<file path="src/rtl/ws2812b_in_module.sv">
// rtl/ws2812b_in_module.sv - WS2812B line decoder into 24-bit GRB words; WS2812B_FORWARD_EN adds data_out chaining
module ws2812b_in_module #(
   parameter int CYCLES_THRESHOLD = 4,
   parameter int CYCLES_MAX_HIGH  = 16,
   parameter int CYCLES_RET       = 450,
   parameter int CYCLES_CNT_WIDTH = 9
) (
   input  logic        clk,
   input  logic        resetn,
   input  logic        data_in,
   output logic [23:0] word,
   output logic        word_valid,
   output logic [7:0]  word_index,
   output logic        frame_done,
   output logic        error,
`ifdef WS2812B_FORWARD_EN
   output logic        data_out,
`endif
   output logic [3:0]  debug_info
);

   localparam int W = CYCLES_CNT_WIDTH;
   localparam logic [W-1:0] CNT_ONE = W'(1);
   localparam logic [W-1:0] RET     = W'(CYCLES_RET);
   localparam logic [W-1:0] RET_M1  = W'(CYCLES_RET - 1);
   localparam logic [W-1:0] THR     = W'(CYCLES_THRESHOLD);
   localparam logic [W-1:0] MAXH_M1 = W'(CYCLES_MAX_HIGH - 1);

   typedef enum logic [1:0] {
      WAIT_GAP = 2'd0,
      IDLE     = 2'd1,
      HIGH     = 2'd2
   } state_t;

   state_t        state, state_nxt;
   logic          s1, s2, s3;
   logic          rise, fall;
   logic [W-1:0]  low_cnt, low_cnt_nxt;
   logic [W-1:0]  high_cnt, high_cnt_nxt;
   logic [4:0]    bit_cnt, bit_cnt_nxt;
   logic [7:0]    word_cnt, word_cnt_nxt;
   logic [23:0]   shift, shift_nxt, shift_in;
   logic [23:0]   word_nxt;
   logic [7:0]    word_index_nxt;
   logic          word_valid_nxt, frame_done_nxt, error_nxt;
   logic          bit_val;

   assign rise       = s2 & ~s3;
   assign fall       = ~s2 & s3;
   assign debug_info = {state, s2, bit_cnt[0]};

   // Two-flop synchronizer plus edge-detect register on the raw line
   always_ff @(posedge clk) begin
      if (!resetn) begin
         s1 <= 1'b0;
         s2 <= 1'b0;
         s3 <= 1'b0;
      end else begin
         s1 <= data_in;
         s2 <= s1;
         s3 <= s2;
      end
   end

   // State register
   always_ff @(posedge clk) begin
      if (!resetn) state <= WAIT_GAP;
      else         state <= state_nxt;
   end

   // Next-state, counters and output pulses; the edge sample itself counts as the first cycle of a run
   always_comb begin
      state_nxt      = state;
      low_cnt_nxt    = low_cnt;
      high_cnt_nxt   = high_cnt;
      bit_cnt_nxt    = bit_cnt;
      word_cnt_nxt   = word_cnt;
      shift_nxt      = shift;
      word_nxt       = word;
      word_index_nxt = word_index;
      word_valid_nxt = 1'b0;
      frame_done_nxt = 1'b0;
      error_nxt      = 1'b0;
      bit_val        = 1'b0;
      shift_in       = shift;
      unique case (state)
         WAIT_GAP: begin
            if (s2) begin
               low_cnt_nxt = '0;
            end else if (low_cnt == RET_M1) begin
               low_cnt_nxt = RET;
               state_nxt   = IDLE;
            end else begin
               low_cnt_nxt = low_cnt + 1'b1;
            end
         end
         IDLE: begin
            if (rise) begin
               high_cnt_nxt = CNT_ONE;
               state_nxt    = HIGH;
            end else if (!s2) begin
               if (low_cnt == RET_M1) begin
                  low_cnt_nxt    = RET;
                  frame_done_nxt = (word_cnt != 8'd0);
                  error_nxt      = (bit_cnt != 5'd0);
                  word_cnt_nxt   = 8'd0;
                  bit_cnt_nxt    = 5'd0;
               end else if (low_cnt != RET) begin
                  low_cnt_nxt = low_cnt + 1'b1;
               end
            end
         end
         HIGH: begin
            if (fall) begin
               bit_val     = (high_cnt >= THR);
               shift_in    = {shift[22:0], bit_val};
               shift_nxt   = shift_in;
               low_cnt_nxt = CNT_ONE;
               state_nxt   = IDLE;
               if (bit_cnt == 5'd23) begin
                  word_nxt       = shift_in;
                  word_valid_nxt = 1'b1;
                  word_index_nxt = word_cnt;
                  bit_cnt_nxt    = 5'd0;
                  if (word_cnt != 8'hFF) word_cnt_nxt = word_cnt + 8'd1;
               end else begin
                  bit_cnt_nxt = bit_cnt + 5'd1;
               end
            end else if (high_cnt == MAXH_M1) begin
               error_nxt    = 1'b1;
               bit_cnt_nxt  = 5'd0;
               word_cnt_nxt = 8'd0;
               low_cnt_nxt  = '0;
               state_nxt    = WAIT_GAP;
            end else begin
               high_cnt_nxt = high_cnt + 1'b1;
            end
         end
         default: state_nxt = WAIT_GAP;
      endcase
   end

   // Datapath and registered outputs
   always_ff @(posedge clk) begin
      if (!resetn) begin
         low_cnt    <= '0;
         high_cnt   <= '0;
         bit_cnt    <= 5'd0;
         word_cnt   <= 8'd0;
         shift      <= 24'd0;
         word       <= 24'd0;
         word_index <= 8'd0;
         word_valid <= 1'b0;
         frame_done <= 1'b0;
         error      <= 1'b0;
      end else begin
         low_cnt    <= low_cnt_nxt;
         high_cnt   <= high_cnt_nxt;
         bit_cnt    <= bit_cnt_nxt;
         word_cnt   <= word_cnt_nxt;
         shift      <= shift_nxt;
         word       <= word_nxt;
         word_index <= word_index_nxt;
         word_valid <= word_valid_nxt;
         frame_done <= frame_done_nxt;
         error      <= error_nxt;
      end
   end

`ifdef WS2812B_FORWARD_EN
   // Forward the synchronized line once word 0 of the frame is done; a nonzero in-frame count marks exactly that window
   always_ff @(posedge clk) begin
      if (!resetn) data_out <= 1'b0;
      else         data_out <= s2 & (word_cnt != 8'd0);
   end
`endif

endmodule

</file>
<file path="config.mk">
export PLATFORM = sky130hd
export DESIGN_NAME = ws2812b_in_module
export DESIGN_NICKNAME = d
export VERILOG_FILES = /design/src/rtl/ws2812b_in_module.sv
export SDC_FILE = /design/constraint.sdc
export NUM_CORES = 1
export LEC_CHECK = 0
export CAP_MARGIN = 5
export CORE_MARGIN = 2
export CORE_UTILIZATION = 45
export CTS_CLUSTER_SIZE = 16
export DETAILED_ROUTE_END_ITERATION = 8
export GPL_TIMING_DRIVEN = 0
export PLACE_DENSITY_LB_ADDON = 0.05
export SYNTH_ARGS = -nofsm -noshare
export SYNTH_HDL_FRONTEND = slang
export SYNTH_SLANG_ARGS = --single-unit
</file>
<file path="constraint.sdc">
create_clock -name clk -period 2.8 [get_ports clk]
set_clock_uncertainty 0.05 [all_clocks]
set_input_delay 0.42 -clock clk [delete_from_list [all_inputs] [get_ports clk]]
set_output_delay 0.42 -clock clk [all_outputs]
set_load 0.01 [all_outputs]
</file>
==> impl_metrics.env <==
export IMPL_cts_max_level=3
export IMPL_endpoint_kind="register"
export IMPL_syn_area_per_cell_um2=8.02
export IMPL_maxCapViolCount=0
export IMPL_clk_latency_ps=370
export IMPL_clockPowerShare_pct=33.0
export IMPL_die_w_um=100
export IMPL_power_leakage_nw=1.64
export IMPL_area_delta_synth_final_pct=17.7
export IMPL_vias=3661
export IMPL_status="finished clean"
export IMPL_clockBufferDepth=2
export IMPL_gp_congestion=0.860
export IMPL_drc=0
export IMPL_p_per_area_nw_per_um2=550
export IMPL_dr_pass1_iters=4
export IMPL_routed_wl_um=9430
export IMPL_grt_usage_pct=20.0
export IMPL_drive_above_1_share_pct=6.77
export IMPL_fillCellCount=906
export IMPL_async_flop_share_pct=0
export IMPL_gr_total_overflow=0
export IMPL_wl_met2_um=4430
export IMPL_postCtsHoldBufs=0
export IMPL_hp_class="register to register"
export IMPL_antenna_cells=0
export IMPL_clk_pin_slew_ps=100
export IMPL_met1Wirelength_um=4610
export IMPL_dpl_cell_area_um2=4710
export IMPL_worst_r2r_setup_slack_ps=330
export IMPL_p_int_mw=1.88
export IMPL_ys_types=57
export IMPL_fin_cells=687
export IMPL_post_cts_setup_buffer_count=0
export IMPL_rsz0062_at_grt="false"
export IMPL_synth_nets=536
export IMPL_p_sw_mw=0.824
export IMPL_cts_resized_gates=0
export IMPL_wl_per_cell_um=13.7
export IMPL_slew_viol_final=0
export IMPL_nets=587
export IMPL_syn_area_um2=4170
export IMPL_cp_start_kind="register"
export IMPL_cts_buffers=9
export IMPL_combPwrFrac_pct=15.6
export IMPL_initial_core_util_pct=45.8
export IMPL_ys_ff_latch=94
export IMPL_min_to="s2$_SDFF_PN0_"
export IMPL_seq_area_frac_synth_pct=45.1
export IMPL_yosysWarnings=0
export IMPL_antenna_found_initial=0
export IMPL_multi_input_area_um2=2060
export IMPL_vias_per_cell=5.33
export IMPL_critPathMaxFanout=10
export IMPL_swShare_pct=30.5
export IMPL_dp_final_hpwl_um=6860
export IMPL_cts_tree="yes"
export IMPL_clkSinkCount=94
export IMPL_r2r_cells=8
export IMPL_drtIter0Drc=103
export IMPL_critPathRequiredTime_ps=3050
export IMPL_seq_area_um2=1880
export IMPL_core_area_um2=9110
export IMPL_dominantRegCellSynth="dfxtp_1"
export IMPL_syn_inst=520
export IMPL_fin_tns_setup_ps=0
export IMPL_criticalPathCategory="register to register"
export IMPL_setup_viol=0
export IMPL_max_freq_mhz=404
export IMPL_design_area_um2=4910
export IMPL_grt_first_pass_wirelength_um=16100
export IMPL_top_layer="met4"
export IMPL_r2r_start="state[0]$_SDFFE_PN0P_"
export IMPL_whs_path_depth=1
export IMPL_synth_edf_count=0
export IMPL_drtAntennaViolNets=0
export IMPL_rows=35
export IMPL_min_period_over_period_pct=88.3
export IMPL_vdd_drop_max_v=0.000271
export IMPL_grt_max_degree=20
export IMPL_hold_viol_final=0
export IMPL_arrival_ps=2720
export IMPL_io_pins=42
export IMPL_slew_headroom_pct=55.4
export IMPL_final_util_pct=53.9
export IMPL_tightest_slew_ps=650
export IMPL_dieHeight_um=100
export IMPL_min_delay_start="s1$_SDFF_PN0_"
export IMPL_r2r_end="shift[22]$_SDFFE_PN0P_"
export IMPL_grt_pass1_vias=3413
export IMPL_met3_wirelength_um=253
export IMPL_clockRootBuffer="clkbuf_8"
export IMPL_port_buffers=40
export IMPL_die_area_um2=10100
export IMPL_placed_cells=671
export IMPL_seqPwrFrac_pct=51.4
export IMPL_post_route_min_period_ps=2470
==> logic make-up after synthesis <==
| logic type | Yosys count | synth area share [%] |
|---|---|---|
| compound gates | 124 | 18.7 |
| xor+xnor | 6 | 1.26 |
| fa+ha+maj | 13 | 3.90 |
| buf+inv | 55 | 5.61 |
| flops | 94 | 45.1 |
| mux | 2 | 0.480 |
| simple gates | 226 | 24.9 |
==> through the flow <==
stage / power (mW) / hold slack (ps) / worst slack, ps
after floorplan: 1.73 / 362 / 615
after global placement: 1.83 / 376 / 407
after detailed placement: 1.84 / 381 / 371
after CTS: 2.74 / 407 / 340
after global routing: 2.84 / 423 / 153
final: 2.70 / 403 / 328
==> critical path, stage by stage, from the launching register on <==
cell      delay [ps]
dfxtp_1          360
inv_1            100
ha_1             150
clkbuf_1         290
and3b_1          280
clkbuf_1         470
buf_1            460
nand2_1          110
a21oi_1          130
==> layout make-up <==
cell class | count | share of cell area (%)
multi-input cells | 371 | 41.9
flip-flops and latches | 94 | 38.3
repair buffers | 40 | 8.15
plain buffers | 35 | 3.23
well taps | 111 | 2.83
clock buffers | 9 | 2.52
clock inverters | 7 | 1.55
inverters | 20 | 1.53
==> metal layers <==
| metal | vias to the layer above | track usage, % |
|---|---|---|
| li1 | 1887 | - |
| met1 | 1706 | 26.8 |
| met2 | 55 | 33.1 |
| met3 | 13 | 2.72 |
| met4 | 0 | 6.64 |
| met5 | - | 0 |
==> worst max-delay path by stage <==
stage               slack [ps]             startpoint                 endpoint
detailed placement         370  state[0]$_SDFFE_PN0P_   shift[22]$_SDFFE_PN0P_
global route               150  state[0]$_SDFFE_PN0P_   shift[22]$_SDFFE_PN0P_
global placement           410  state[0]$_SDFFE_PN0P_   shift[22]$_SDFFE_PN0P_
floorplan                  610  state[0]$_SDFFE_PN0P_  low_cnt[2]$_SDFFE_PN0P_
finish                     330  state[0]$_SDFFE_PN0P_   shift[22]$_SDFFE_PN0P_
CTS                        340  state[0]$_SDFFE_PN0P_   shift[22]$_SDFFE_PN0P_
==> layout by cell type (no fill, tap or decap), types with 2 or more instances in the layout <==
master           count
a31oi_1              4
nand2_1            122
clkbuf_1            27
a22oi_1              2
o221a_2              2
o21ai_1              3
and2_1               3
o32ai_1              3
inv_8                3
nand3_1             18
nand4_1              9
clkbuf_8             9
ha_1                13
mux2i_1              2
and3_1               9
o31ai_1              2
inv_1               20
o21ai_0             11
nor2_1              35
a211oi_1             5
o211ai_1             3
or2_2                2
a221oi_1             3
xor2_1               4
nand2b_1             3
buf_2                3
or3_1                3
or4_4                2
buf_4                2
xnor2_1              2
dfxtp_1             94
nor3_1               8
a21oi_1             67
a21oi_2              4
a41oi_1              3
buf_1                2
clkdlybuf4s50_1     40
o22ai_1              2
clkinv_4             3
a31o_2               2
==> state kept, by name, summed over array words and instances (netlist names) <==
signal      cells
s3              1
state           2
s2              1
word_valid      1
word_cnt        8
frame_done      1
s1              1
low_cnt         9
word           24
error           1
bit_cnt         5
high_cnt        9
word_index      8
shift          23
==> synthesized netlist by cell type, drive strengths merged, types with 4 or more instances <==
master / count / area, um2
buf: 8 / 57.6
dfxtp: 94 / 1880
a31oi: 4 / 25.0
nor3: 8 / 40.0
nor2: 35 / 131
nand2: 122 / 458
a21oi: 71 / 370
clkbuf: 27 / 101
inv: 20 / 75.1
and3: 9 / 56.3
ha: 13 / 163
xor2: 4 / 35.0
nand4: 9 / 56.3
a211oi: 5 / 37.5
o21ai: 15 / 78.8
and2: 4 / 25.0
o211ai: 4 / 43.8
nand3: 18 / 90.1
==> power groups by stage <==
stage / clock [mW] / combinational [mW] / sequential [mW]
CTS: 0.921 / 0.425 / 1.39
floorplan: 0 / 0.318 / 1.42
finish: 0.892 / 0.422 / 1.39
detailed placement: 0 / 0.423 / 1.42
global placement: 0 / 0.415 / 1.42
global route: 0.979 / 0.470 / 1.40
No activity file was read; power rests on OpenSTA's default activity.
